$ cat config.mk
export PLATFORM = sky130hd
export DESIGN_NAME = chimera_cluster_pwr_seq
export DESIGN_NICKNAME = d
export VERILOG_FILES = /design/src/rtl/chimera_cluster_pwr_seq.sv
export SDC_FILE = /design/constraint.sdc
export NUM_CORES = 1
export LEC_CHECK = 0
export BUFFER_PORTS_ARGS = -buffer_cell sky130_fd_sc_hd__buf_2
export CAP_MARGIN = 20
export CORE_MARGIN = 5
export CORE_UTILIZATION = 45
export CTS_CLUSTER_DIAMETER = 30
export DETAILED_ROUTE_END_ITERATION = 7
export GPL_TIMING_DRIVEN = 0
export MAX_ROUTING_LAYER = met4
export PLACE_DENSITY = 0.66
export SLEW_MARGIN = 20
export SYNTH_ARGS = -nofsm -noshare
export SYNTH_HDL_FRONTEND = slang
export SYNTH_SLANG_ARGS = --single-unit
$ cat constraint.sdc
create_clock -name clk_i -period 2.5 [get_ports clk_i]
set_clock_uncertainty 0.1 [all_clocks]
set_input_delay 0.25 -clock clk_i [delete_from_list [all_inputs] [get_ports clk_i]]
set_output_delay 0.25 -clock clk_i [all_outputs]
set_load 0.01 [all_outputs]
$ cat src/rtl/chimera_cluster_pwr_seq.sv
// Shared power sequencer for the Chimera cluster domain: isolates, gates, resets and powers clusters in order.
// Optional build macro CHIMERA_PWR_SEQ_IRQ_EN adds a one-cycle done_irq_o pulse on every return to IDLE.
module chimera_cluster_pwr_seq #(
  parameter int unsigned NumClusters  = 5,
  parameter int unsigned SettleCycles = 16,
  parameter int unsigned HoldCycles   = 2,
  parameter int unsigned IsoTimeout   = 256,
  parameter int unsigned CntWidth     = $clog2(
      ((SettleCycles > IsoTimeout)
        ? ((SettleCycles > HoldCycles) ? SettleCycles : HoldCycles)
        : ((IsoTimeout > HoldCycles) ? IsoTimeout : HoldCycles)) + 1),
  parameter int unsigned IdxWidth     = (NumClusters > 1) ? $clog2(NumClusters) : 1
) (
  input  logic                   clk_i,
  input  logic                   rst_ni,
  input  logic                   cmd_valid_i,
  output logic                   cmd_ready_o,
  input  logic [IdxWidth-1:0]    cmd_cluster_i,
  input  logic                   cmd_on_i,
  output logic [NumClusters-1:0] iso_req_o,
  input  logic [NumClusters-1:0] iso_ack_i,
  output logic [NumClusters-1:0] clk_en_o,
  output logic [NumClusters-1:0] rst_no,
  output logic [NumClusters-1:0] pwr_en_o,
  output logic [NumClusters-1:0] on_o,
  output logic [NumClusters-1:0] err_o,
  output logic                   busy_o
`ifdef CHIMERA_PWR_SEQ_IRQ_EN
  ,
  output logic                   done_irq_o
`endif
);

  localparam logic [3:0] StIdle   = 4'd0;
  localparam logic [3:0] StIsoOn  = 4'd1;
  localparam logic [3:0] StClkOff = 4'd2;
  localparam logic [3:0] StRstOn  = 4'd3;
  localparam logic [3:0] StPwrOff = 4'd4;
  localparam logic [3:0] StPwrOn  = 4'd5;
  localparam logic [3:0] StClkOn  = 4'd6;
  localparam logic [3:0] StRstOff = 4'd7;
  localparam logic [3:0] StIsoOff = 4'd8;

  localparam int unsigned SyncDepth = 2;

  logic [3:0]             state_q, state_d;
  logic [IdxWidth-1:0]    tgt_q, tgt_d;
  logic [CntWidth-1:0]    cnt_q, cnt_d, cnt_inc;
  logic [NumClusters-1:0] iso_req_q, iso_req_d;
  logic [NumClusters-1:0] clk_en_q, clk_en_d;
  logic [NumClusters-1:0] rst_n_q, rst_n_d;
  logic [NumClusters-1:0] pwr_en_q, pwr_en_d;
  logic [NumClusters-1:0] on_q, on_d;
  logic [NumClusters-1:0] err_q, err_d;
  logic [NumClusters-1:0] ack_s1_q, ack_s2_q;
  logic                   busy_q, ready_q;
  logic                   idx_ok, ack, ack_valid;

  assign idx_ok    = (32'(cmd_cluster_i) < NumClusters);
  assign cnt_inc   = (&cnt_q) ? cnt_q : cnt_q + CntWidth'(1);
  assign ack       = ack_s2_q[tgt_q];
  // Ack values from before the request could reach the synchroniser output are stale; ignore them.
  assign ack_valid = (cnt_q >= CntWidth'(SyncDepth));

  // Asynchronous ack synchroniser
  always_ff @(posedge clk_i or negedge rst_ni) begin
    if (!rst_ni) begin
      ack_s1_q <= '0;
      ack_s2_q <= '0;
    end else begin
      ack_s1_q <= iso_ack_i;
      ack_s2_q <= ack_s1_q;
    end
  end

  // State and output registers
  always_ff @(posedge clk_i or negedge rst_ni) begin
    if (!rst_ni) begin
      state_q   <= StIdle;
      tgt_q     <= '0;
      cnt_q     <= '0;
      iso_req_q <= '0;
      clk_en_q  <= '1;
      rst_n_q   <= '1;
      pwr_en_q  <= '1;
      on_q      <= '1;
      err_q     <= '0;
      busy_q    <= 1'b0;
      ready_q   <= 1'b1;
    end else begin
      state_q   <= state_d;
      tgt_q     <= tgt_d;
      cnt_q     <= cnt_d;
      iso_req_q <= iso_req_d;
      clk_en_q  <= clk_en_d;
      rst_n_q   <= rst_n_d;
      pwr_en_q  <= pwr_en_d;
      on_q      <= on_d;
      err_q     <= err_d;
      busy_q    <= (state_d != StIdle);
      ready_q   <= (state_d == StIdle);
    end
  end

  // Next-state and per-cluster output decode
  always_comb begin
    state_d   = state_q;
    tgt_d     = tgt_q;
    cnt_d     = cnt_inc;
    iso_req_d = iso_req_q;
    clk_en_d  = clk_en_q;
    rst_n_d   = rst_n_q;
    pwr_en_d  = pwr_en_q;
    on_d      = on_q;
    err_d     = err_q;
    case (state_q)
      StIdle: begin
        cnt_d = '0;
        if (cmd_valid_i && idx_ok) begin
          err_d[cmd_cluster_i] = 1'b0;
          if (on_q[cmd_cluster_i] != cmd_on_i) begin
            tgt_d   = cmd_cluster_i;
            state_d = cmd_on_i ? StPwrOn : StIsoOn;
          end
        end
      end
      StIsoOn: begin
        iso_req_d[tgt_q] = 1'b1;
        if (ack_valid && ack) begin
          state_d = StClkOff;
          cnt_d   = '0;
        end else if (cnt_q == CntWidth'(IsoTimeout)) begin
          iso_req_d[tgt_q] = 1'b0;
          err_d[tgt_q]     = 1'b1;
          state_d          = StIdle;
        end
      end
      StClkOff: begin
        clk_en_d[tgt_q] = 1'b0;
        if (cnt_q == CntWidth'(HoldCycles - 1)) begin
          state_d = StRstOn;
          cnt_d   = '0;
        end
      end
      StRstOn: begin
        rst_n_d[tgt_q] = 1'b0;
        if (cnt_q == CntWidth'(HoldCycles - 1)) begin
          state_d = StPwrOff;
          cnt_d   = '0;
        end
      end
      StPwrOff: begin
        pwr_en_d[tgt_q] = 1'b0;
        on_d[tgt_q]     = 1'b0;
        state_d         = StIdle;
      end
      StPwrOn: begin
        pwr_en_d[tgt_q] = 1'b1;
        if (cnt_q == CntWidth'(SettleCycles - 1)) begin
          state_d = StClkOn;
          cnt_d   = '0;
        end
      end
      StClkOn: begin
        clk_en_d[tgt_q] = 1'b1;
        if (cnt_q == CntWidth'(HoldCycles - 1)) begin
          state_d = StRstOff;
          cnt_d   = '0;
        end
      end
      StRstOff: begin
        rst_n_d[tgt_q] = 1'b1;
        state_d        = StIsoOff;
        cnt_d          = '0;
      end
      StIsoOff: begin
        iso_req_d[tgt_q] = 1'b0;
        if (ack_valid && !ack) begin
          on_d[tgt_q] = 1'b1;
          state_d     = StIdle;
        end else if (cnt_q == CntWidth'(IsoTimeout)) begin
          // Isolation never confirmed released, but the cluster is powered and clocked.
          err_d[tgt_q] = 1'b1;
          on_d[tgt_q]  = 1'b1;
          state_d      = StIdle;
        end
      end
      default: begin
        state_d = StIdle;
        cnt_d   = '0;
      end
    endcase
  end

`ifdef CHIMERA_PWR_SEQ_IRQ_EN
  logic done_q;

  // One-cycle pulse when a real sequence (including timeouts) returns to IDLE
  always_ff @(posedge clk_i or negedge rst_ni) begin
    if (!rst_ni) begin
      done_q <= 1'b0;
    end else begin
      done_q <= (state_q != StIdle) && (state_d == StIdle);
    end
  end

  assign done_irq_o = done_q;
`endif

  assign cmd_ready_o = ready_q;
  assign busy_o      = busy_q;
  assign iso_req_o   = iso_req_q;
  assign clk_en_o    = clk_en_q;
  assign rst_no      = rst_n_q & {NumClusters{rst_ni}};
  assign pwr_en_o    = pwr_en_q;
  assign on_o        = on_q;
  assign err_o       = err_q;

endmodule

# [Yosys cells after proc, flatten, opt, wreduce, memory -nomap -nowiden]
# Index checks and enable logic that the tools add are counted.
[op_classes] add_sub_neg=1 n_mul=0 div_mod_pow=0 n_lt_le_gt_ge=6 eq_ne=16 n_shift=0 n_mux=38 bitwise=16 n_reduce_logical=21
[op_table] op="$pmux 5 s2" n=5
[op_table] op="$and 5x5->5" n=8
[op_table] op="$mux 5" n=8
[op_table] op="$mux 4" n=9
[op_table] op="$mux 9" n=4
[op_table] op="$pmux 9 s4" n=1
[op_table] op="$pmux 4 s8" n=1
[op_table] op="$or 5x5->5" n=6
[op_table] op="$eq 4x3->1 const B" n=4
[op_table] op="$pmux 5 s3" n=1
[op_table] op="$not 5->5" n=2
[op_table] op="$reduce_bool 2->1" n=5
[op_table] op="$add 9x1->9 const B" n=1
[op_table] op="$eq 9x1->1 const B" n=1
[op_table] op="$eq 9x4->1 const B" n=1
[op_table] op="$eq 9x9->1 const B" n=1
[op_table] op="$ge 9x2->1 const B" n=1
[op_table] op="$reduce_and 9->1" n=1
[op_table] op="$eq 4x2->1 const B" n=2
[op_table] op="$logic_not 4->1" n=2
[op_table] op="$lt 3x4->1 const B" n=2
[op_table] op="$bmux 1 s3" n=2
[op_table] op="$demux 1 s3" n=2
[op_table] op="$ge 3x1->1 const B" n=2
[op_table] op="17 further kinds" n=26
[word_totals] regBits=58 latchBits=0 ramBits=0 mem_bits_ro=0 inputBits=12 output_inout_bits=32 wordCells=111 mem_count=0

# [Depth between registers and ports, before layout]
# Gate-level depths: netlist of run 1.
[depth] depth_word=9 ltp_mapped=8 mapped_depth_nobuf=8

# [Worst setup path after synthesis of run 1]
# No wires, ideal clock.
[synth_timing] path_kind="reg2reg" from="register cnt_q[4]" to="register ready_q, in the netlist cmd_ready_o" t_arrival_ps=2009 path_slack_ps=329 path_stages_with_launch=8 n_path_buf=1 period_less_slack_ps=2171 path_cell_list="dfrtp_1 or4_1 buf_2 or3_4 a221oi_2 o31ai_1 nor2_2 and3_1"
[synth_between] elab_chain_cells=5
[synth_rtl] item="start, declared" line="48" rtl="logic [CntWidth-1:0] cnt_q, cnt_d, cnt_inc;"
[synth_rtl] item="start signal, assigned" line="93" rtl="cnt_q <= cnt_d;"
[synth_rtl] item="$ge 9x2->1 or $eq 9x9->1 (tied branches)" line="63, 132, 181"
[synth_rtl] item="$logic_and 1x1->1, or another cell as far along" line="178" rtl="if (ack_valid && !ack) begin"
[synth_rtl] item="$mux 4 (on tied branches)" line="178, 129"
[synth_rtl] item="$pmux 4 s8 (*)" line="116" rtl="case (state_q)"
[synth_rtl] item="net state_d[1]" line="46" rtl="logic [3:0] state_q, state_d;"
[synth_rtl] item="$logic_not 4->1 (*)" line="101" rtl="ready_q <= (state_d == StIdle);"
[synth_rtl] item="end signal, assigned" line="101"
[synth_rtl] item="end, declared" line="56" rtl="logic busy_q, ready_q;"
# The timed path passes the listed nets; every way through them passes the cells marked *.
# A chain may end at the register's enable or synchronous reset.

# [Worst setup path in the final report of run 1]
[layout_timing] from="register cnt_q[4]" to="register busy_q, in the netlist busy_o"
[layout_between] elab_chain_cells=5
[layout_rtl] item="$ge 9x2->1 or $eq 9x9->1 (tied branches)" line="63, 132, 181"
[layout_rtl] item="$logic_and 1x1->1, or another cell as far along" line="178"
[layout_rtl] item="$mux 4 (on tied branches)" line="178, 129"
[layout_rtl] item="$pmux 4 s8 (*)" line="116"
[layout_rtl] item="net state_d[1]" line="46"
[layout_rtl] item="$reduce_bool 4->1 (*)" line="100" rtl="busy_q <= (state_d != StIdle);"
[layout_rtl] item="end signal, assigned" line="100"
[layout_rtl] item="end, declared" line="56"
# Marks and branches as above.

==> impl_metrics.json, run 1 <==
{
  "status": "finished clean",
  "hold_violations": 0,
  "synth-seq-cells": 58,
  "start_kind": "flop",
  "clkPwrFrac": 0.236,
  "routed_wl_um": 6140,
  "worstHoldPathType": "in -> reg",
  "yosys.area.top_type_share": 0.326,
  "drtPass1Iterations": 4,
  "ir_worst_vdd_mv": 0.631,
  "drive_gt1_frac": 0.319,
  "ant_nets": 0,
  "p_sw_w": 0.00129,
  "r2r_setup_slack_ns": 0.16,
  "worst-setup-path-type": "reg -> reg",
  "io-pin-count": 44,
  "fp-row-count": 29,
  "clk_pin_slew_ns": 0.07,
  "gp_congestion": 0.818,
  "clk_path_buf_depth": 2,
  "drc_errors": 0,
  "fp.dieH_um": 89.4,
  "cts_made_buffers": 9,
  "die_width_um": 89.4,
  "final_util": 0.545,
  "h-tree-depth": 3,
  "grt_pass1_vias": 2024,
  "yosysSeqAreaShare": 0.521,
  "fin_nets": 353,
  "synthArstFlopShare": 1.00,
  "clkSinkCount": 58,
  "setup_viol_count_final": 0,
  "diodes": 0,
  "synth_top_cell_by_area": "dfrtp_1",
  "avgViaCountPerCell": 5.16,
  "grt_max_degree": 64,
  "worstPathArrival_ns": 2.43,
  "synth_top_flop_cell": "dfrtp_1",
  "synth_area_per_cell_sq_um": 10.2,
  "antenna_found_initial": 0,
  "combinationalPowerShare": 0.376,
  "ys_top_cells_by_area": "dfrtp_1, dfstp_2, mux2_2",
  "vias": 2162,
  "wl_per_cell_um": 14.7,
  "die-area_sq_um": 7990,
  "rsz0062_at_grt": "no",
  "power.internal_w": 0.00223,
  "worst_pin_slew_ns": 1.02,
  "synthesis.nets": 294,
  "cts_tree": "built",
  "cp-end-kind": "flop",
  "leakage_nw": 1.47,
  "seqPwrFrac": 0.388,
  "p_sw_frac": 0.367,
  "max_freq_mhz": 427,
  "dp_hpwl_um": 4250,
  "grt_use_total": 0.173,
  "grt_pass1_wl_um": 10000,
  "fin_setup_tns_ns": 0,
  "portBuffers": 42,
  "synth_edf_count": 0,
  "fp.coreArea_sq_um": 6240,
  "yosys_warnings": 0,
  "area_delta_synth_final_pct": 19.8,
  "period_needed_ns": 2.34,
  "synth_area_sq_um": 2840,
  "cts_root_buf": "clkbuf_8",
  "initial_core_util": 0.455,
  "synth.distinct_cells": 41,
  "clock_latency_ns": 0.33,
  "maxCapViolations": 0,
  "grt-ovfl-total": 0,
  "crit_fanout": 7,
  "max_slew_margin": 0.317,
  "drv_slew": 0,
  "crit_required_ns": 2.59,
  "final.period_utilization": 0.936,
  "synthCells": 278,
  "drtIter0Drc": 115,
  "power.density_nw_per_um2": 1040
}
[stage by stage]
stage / instance area, sq um / std cells / total power (W) / setup slack [ns] / hold WS (ns)
floorplan: 2840 / 278 / 0.00229 / 0.329 / -0.146
global placement: 3140 / 397 / 0.00267 / 0.188 / 0.236
detailed placement: 3150 / 397 / 0.00270 / 0.185 / 0.235
CTS: 3390 / 419 / 0.00355 / 0.156 / 0.127
global route: 3400 / 419 / 0.00378 / 0.0475 / 0.150
finish: 3400 / 419 / 0.00352 / 0.160 / 0.154
[final timing paths]
check / end / start / depth (start not counted)
hold / removal: tgt_q[2] / cmd_cluster_i[2] / 2
hold reg to reg: ack_s2_q[1] / ack_s1_q[1] / 0
max in group asynchronous: busy_o / rst_ni / 2
setup reg to reg: busy_o / cnt_q[4] / 7
min in group asynchronous: err_o[1] / rst_ni / 2
setup / recovery: busy_o / cnt_q[4] / 7
[synth_stat cells, drive strengths merged, types with 3 or more instances]
| library cell | instances |
|---|---|
| mux2 | 24 |
| and3 | 6 |
| and2 | 8 |
| nand4 | 3 |
| nand3 | 16 |
| nor3b | 5 |
| nor2b | 6 |
| a21oi | 13 |
| a22o | 4 |
| nand3b | 4 |
| nor2 | 20 |
| ha | 4 |
| nand2 | 31 |
| mux2i | 4 |
| o21ai | 15 |
| clkbuf | 11 |
| inv | 12 |
| dfstp | 21 |
| dfrtp | 37 |
| nor3 | 7 |
[worst max-delay path: stages (launching register included)]
cell,delay (ns)
dfrtp_1,0.44
or4_1,0.52
buf_2,0.17
or3_4,0.38
a221oi_2,0.24
o31ai_1,0.14
nor2_2,0.11
nand3_1,0.10
[final cells by class]
class / count / area, sq um
Buffer: 13 / 51.3
Timing Repair Buffer: 48 / 273
Fill cell: 567 / 2840
Multi-Input combinational cell: 195 / 1270
Inverter: 12 / 45.0
Clock inverter: 5 / 55.1
Clock buffer: 11 / 131
Sequential cell: 58 / 1480
Tap cell: 77 / 96.3
[placed cells by master (no fill, tap or decap), drive strengths merged, types with 7 or more instances in the layout]
master,count
nor3,7
nand3,16
nand2,31
dfstp,21
o21ai,15
and2,8
a21oi,13
dfrtp,37
mux2,24
buf,44
inv,12
clkbuf,22
nor2,20
[power by group through the flow]
stage	sequential (W)	clock, W	combinational [W]
global route	0.00141	0.000899	0.00148
CTS	0.00137	0.000852	0.00133
finish	0.00137	0.000832	0.00133
detailed placement	0.00138	0	0.00132
global placement	0.00137	0	0.00130
floorplan	0.00142	0	0.000872
[timing repair]
action                                  CTS  global route
endpoints found under the setup margin    0             0
hold buffers                              6             0
gates resized for setup                   0             0
endpoints found under the hold margin    42             0
buffers inserted                          0             0
[routing by layer]
layer,track usage,vias up,wire length (um)
met1,0.226,1007,2890
met4,0.0853,0,95
met5,-,-,0
met2,0.252,51,2770
li1,-,1093,-
met3,0.0406,11,377
[logic make-up (layout without fill, tap and decap cells)]
logic type	after synthesis	after routing	synth area share
xor+xnor	4	4	0.0123
compound gates	47	47	0.106
mux	28	28	0.109
buf+inv	25	89	0.0339
simple gates	112	112	0.200
flops	58	58	0.521
fa+ha+maj	4	4	0.0176
(Power assumes the default switching activity.)
==> run 2, diff against run 1 <==
- CORE_UTILIZATION: 45 -> 56
- PLACE_DENSITY: 0.66 -> 0.79
- clock period: 2.5 -> 2.45 ns (I/O delays scaled with it)
==> impl_metrics.json, run 2 (same netlist as run 1, synthesis figures left out) <==
{
  "worst_pin_slew_ns": 1.01,
  "p_sw_frac": 0.368,
  "drtIter0Drc": 77,
  "h-tree-depth": 3,
  "worstHoldPathType": "in -> reg",
  "diodes": 0,
  "start_kind": "flop",
  "worst-setup-path-type": "reg -> reg",
  "io-pin-count": 44,
  "drv_slew": 0,
  "area_delta_synth_final_pct": 20.7,
  "initial_core_util": 0.566,
  "clk_path_buf_depth": 2,
  "cp-end-kind": "flop",
  "fp-row-count": 26,
  "avgViaCountPerCell": 5.46,
  "holdWs_ns": 0.166,
  "ir_worst_vdd_mv": 0.699,
  "power.density_nw_per_um2": 1070,
  "maxCapViolations": 0,
  "clock_latency_ns": 0.34,
  "max_freq_mhz": 430,
  "power.internal_w": 0.00231,
  "drc_errors": 0,
  "leakage_nw": 1.48,
  "total_power_w": 0.00366,
  "cts_made_buffers": 9,
  "routed_wl_um": 6130,
  "grt_use_total": 0.209,
  "crit_fanout": 6,
  "ant_nets": 0,
  "hold_violations": 0,
  "die_width_um": 81.2,
  "dp_hpwl_um": 4240,
  "fp.dieH_um": 81.2,
  "drive_gt1_frac": 0.332,
  "clk_pin_slew_ns": 0.07,
  "clkPwrFrac": 0.240,
  "seqPwrFrac": 0.382,
  "wl_per_cell_um": 14.8,
  "gp_congestion": 0.831,
  "crit_required_ns": 2.62,
  "final.period_utilization": 0.949,
  "final_common_cell": "buf_2",
  "worstPathArrival_ns": 2.50,
  "max_slew_margin": 0.324,
  "grt_pass1_wl_um": 10100,
  "setup_viol_count_final": 0,
  "period_needed_ns": 2.32,
  "cts_root_buf": "clkbuf_8",
  "fin_setup_tns_ns": 0,
  "die-area_sq_um": 6590,
  "timing.final.ws_setup_ns": 0.125,
  "antenna_found_initial": 0,
  "combinationalPowerShare": 0.377,
  "status": "finished clean",
  "grt_max_degree": 64,
  "fin_nets": 354,
  "grt-ovfl-total": 0,
  "cts_tree": "built",
  "clkSinkCount": 58,
  "p_sw_w": 0.00134,
  "grt_pass1_vias": 2200,
  "post-place-ws_ns": 0.124,
  "rsz0062_at_grt": "yes",
  "final_cell_mix": "buf_2, dfrtp_1, nand2_1",
  "fp.coreArea_sq_um": 5010,
  "vias": 2253,
  "drtPass1Iterations": 4,
  "portBuffers": 42
}
[run 2: cell count changes in the layout (fill, tap and decap cells not counted), sizes merged]
| cell | before | now |
|---|---|---|
| buf | 44 | 45 |
[run 2: cell type report]
cell class	count	area, sq um
inverters	12	45.0
clock inverters	5	55.1
well taps	70	87.6
repair buffers	49	280
fillers	406	1590
plain buffers	13	51.3
multi-input cells	195	1280
flip-flops and latches	58	1480
clock buffers	11	141
[run 2: critical path, cell delays in order, from the launching register on]
cell and delay [ns]:
dfrtp_1 0.43, or4_1 0.50, buf_2 0.16, or3_4 0.39
a221oi_4 0.28, o31ai_2 0.12, nor2_2 0.11, and3_1 0.17
[run 2: worst paths after layout]
check / startpoint / endpoint / slack, ns / cells past startpoint
max: cnt_q[5] / cmd_ready_o / 0.13 / 7
min: cmd_cluster_i[2] / tgt_q[2] / 0.17 / 2
max reg2reg: cnt_q[5] / cmd_ready_o / 0.13 / 7
min reg2reg: ack_s1_q[1] / ack_s2_q[1] / 0.25 / 0
max in group asynchronous: rst_ni / cnt_q[4] / 1.33 / 2
min in group asynchronous: rst_ni / cnt_q[5] / 0.41 / 2
[run 2: power by group through the flow]
stage	sequential (W)	clock, W	combinational (W)
after floorplan	0.00144	0	0.000890
after global placement	0.00140	0	0.00132
after detailed placement	0.00141	0	0.00135
after CTS	0.00140	0.000905	0.00136
after global routing	0.00143	0.000946	0.00153
final	0.00140	0.000879	0.00138
[run 2: repair_timing]
item	in CTS	in global routing
hold buffers	6	0
setup endpoints to repair	0	4
hold endpoints to repair	42	0
resized for setup	0	4
buffers inserted	0	1
[run 2: routing by layer]
layer  part of all wire  track usage
met2               0.46        0.318
met3              0.075       0.0710
met4              0.019       0.0777
met5                  0            -
met1               0.44        0.259
[run 2: stage by stage]
stage | util | instances | cell area, sq um
after floorplan | - | 278 | 2840
after global placement | 0.626 | 390 | 3140
after detailed placement | 0.627 | 390 | 3140
after CTS | 0.679 | 412 | 3400
after global routing | 0.684 | 413 | 3420
final | 0.684 | 413 | 3420
==> run 3, diff against run 2 <==
- RECOVER_POWER: unset -> 100
==> impl_metrics.json, run 3 (same netlist as run 1, synthesis figures left out) <==
{
  "final_util": 0.677,
  "io-pin-count": 44,
  "period_needed_ns": 2.33,
  "r2r_setup_slack_ns": 0.12,
  "crit_required_ns": 2.62,
  "rsz0062_at_grt": "yes",
  "max_slew_margin": 0.329,
  "dp_hpwl_um": 4240,
  "clock_latency_ns": 0.34,
  "cts_made_buffers": 9,
  "diodes": 0,
  "gp_congestion": 0.831,
  "crit_fanout": 6,
  "drive_gt1_frac": 0.245,
  "crit_buf_inv": 1,
  "p_sw_w": 0.00134,
  "cp-end-kind": "flop",
  "power.internal_w": 0.00227,
  "final_cells": 413,
  "start_kind": "flop",
  "critical_path.endpoint": "cmd_ready_o",
  "clkSinkCount": 58,
  "antenna_found_initial": 0,
  "worst-setup-path-type": "reg -> reg",
  "cts_root_buf": "clkbuf_8",
  "power.density_nw_per_um2": 1070,
  "status": "finished clean",
  "grt_pass1_vias": 2200,
  "worstPathArrival_ns": 2.51,
  "place_inst": 390,
  "fp.dieH_um": 81.2,
  "portBuffers": 42,
  "grt_pass1_wl_um": 10100,
  "ant_nets": 0,
  "fill_cells": 419,
  "cp.depth": 7,
  "max_freq_mhz": 428,
  "cp-startpoint": "cnt_q[5]",
  "total_power_w": 0.00362,
  "crit_path_cell_trace": "or4_1 > buf_2 > or3_4 > a221oi_4 > o31ai_1 > nor2_2 > and3_1",
  "clk_path_buf_depth": 2,
  "seqPwrFrac": 0.386,
  "clk_pin_slew_ns": 0.07,
  "r2r_cells": 7,
  "combinationalPowerShare": 0.371,
  "vias": 2240,
  "hold_violations": 0,
  "fin_setup_tns_ns": 0,
  "final_cell_mix": "clkbuf_1, dfrtp_1, nand2_1",
  "drtIter0Drc": 104,
  "drv_slew": 0,
  "leakage_nw": 1.39,
  "grt_max_degree": 64,
  "fp.coreArea_sq_um": 5010,
  "final.period_utilization": 0.953,
  "ir_worst_vdd_mv": 0.669,
  "die-area_sq_um": 6590,
  "grt_use_total": 0.209,
  "area_delta_synth_final_pct": 19.4,
  "wl_per_cell_um": 14.9,
  "grt-ovfl-total": 0,
  "worstHoldPathType": "in -> reg",
  "r2r_end": "cmd_ready_o",
  "clkPwrFrac": 0.243,
  "worst_pin_slew_ns": 1.00,
  "p_sw_frac": 0.372,
  "r2r_start": "cnt_q[5]",
  "setup_viol_count_final": 0,
  "maxCapViolations": 0,
  "drc_errors": 0,
  "routed_wl_um": 6150,
  "die_width_um": 81.2,
  "drtPass1Iterations": 4,
  "h-tree-depth": 3,
  "initial_core_util": 0.566,
  "cp_slowest_stage_delay_ns": 0.50,
  "cpMaxStageDelayCell": "or4_1",
  "avgViaCountPerCell": 5.42,
  "fin_nets": 354,
  "cts_tree": "built",
  "crit_family": "simple AND/OR/NAND/NOR gates",
  "fp-row-count": 26
}
==> run 3: cell count changes in the layout (fill, tap and decap cells not counted) <==
cell,change
and2_1,-1
o31ai_2,-1
o31ai_1,+1
buf_2,-24
and2_0,+1
dfstp_1,+5
dfstp_2,-5
clkbuf_1,+24
==> run 3: through the flow <==
| step | worst slack (ns) | hold WS, ns | area [sq um] |
|---|---|---|---|
| finish | 0.116 | 0.160 | 3390 |
| global route | -0.00830 | 0.168 | 3390 |
| CTS | 0.0955 | 0.139 | 3400 |
| detailed placement | 0.124 | 0.235 | 3140 |
| global placement | 0.129 | 0.233 | 3140 |
| floorplan | 0.279 | -0.151 | 2840 |
==> run 3: metal layers <==
layer / share of wire / GRT usage / routed length, um
met1: 0.45 / 0.259 / 2790
met2: 0.46 / 0.318 / 2820
met3: 0.070 / 0.0710 / 432
met4: 0.018 / 0.0777 / 111
met5: 0 / - / 0
==> run 3: power groups by stage <==
stage	registers, W	clock network, W	logic, W
after detailed placement	0.00141	0	0.00135
final	0.00140	0.000880	0.00134
after floorplan	0.00144	0	0.000890
after global routing	0.00143	0.000946	0.00149
after global placement	0.00140	0	0.00132
after CTS	0.00140	0.000905	0.00136
==> run 3: area by class of cell <==
cell class                      count  area (sq um)  area share
Multi-Input combinational cell    195          1280       0.378
Timing Repair Buffer               49           250      0.0738
Buffer                             13          51.3      0.0151
Tap cell                           70          87.6      0.0258
Clock buffer                       11           141      0.0417
Inverter                           12          45.0      0.0133
Clock inverter                      5          55.1      0.0162
Sequential cell                    58          1480       0.436
==> run 3: worst min path at each step <==
| stage | endpoint | startpoint | slack, ns | depth (start not counted) |
|---|---|---|---|---|
| after detailed placement | ack_s2_q[1] | ack_s1_q[1] | 0.23 | 0 |
| after global placement | ack_s2_q[4] | ack_s1_q[4] | 0.23 | 0 |
| after floorplan | asynchronous set/reset pin | rst_ni | -0.15 | 0 |
| final | tgt_q[2] | cmd_cluster_i[2] | 0.16 | 2 |
| after global routing | tgt_q[2] | cmd_cluster_i[2] | 0.17 | 2 |
| after CTS | tgt_q[2] | cmd_cluster_i[2] | 0.14 | 2 |
==> run 3: timing repair <==
action	CTS	global route
hold buffers	6	0
endpoints found under the hold margin	42	0
endpoints found under the setup margin	0	4
gates resized for setup	0	4
setup buffers	0	1
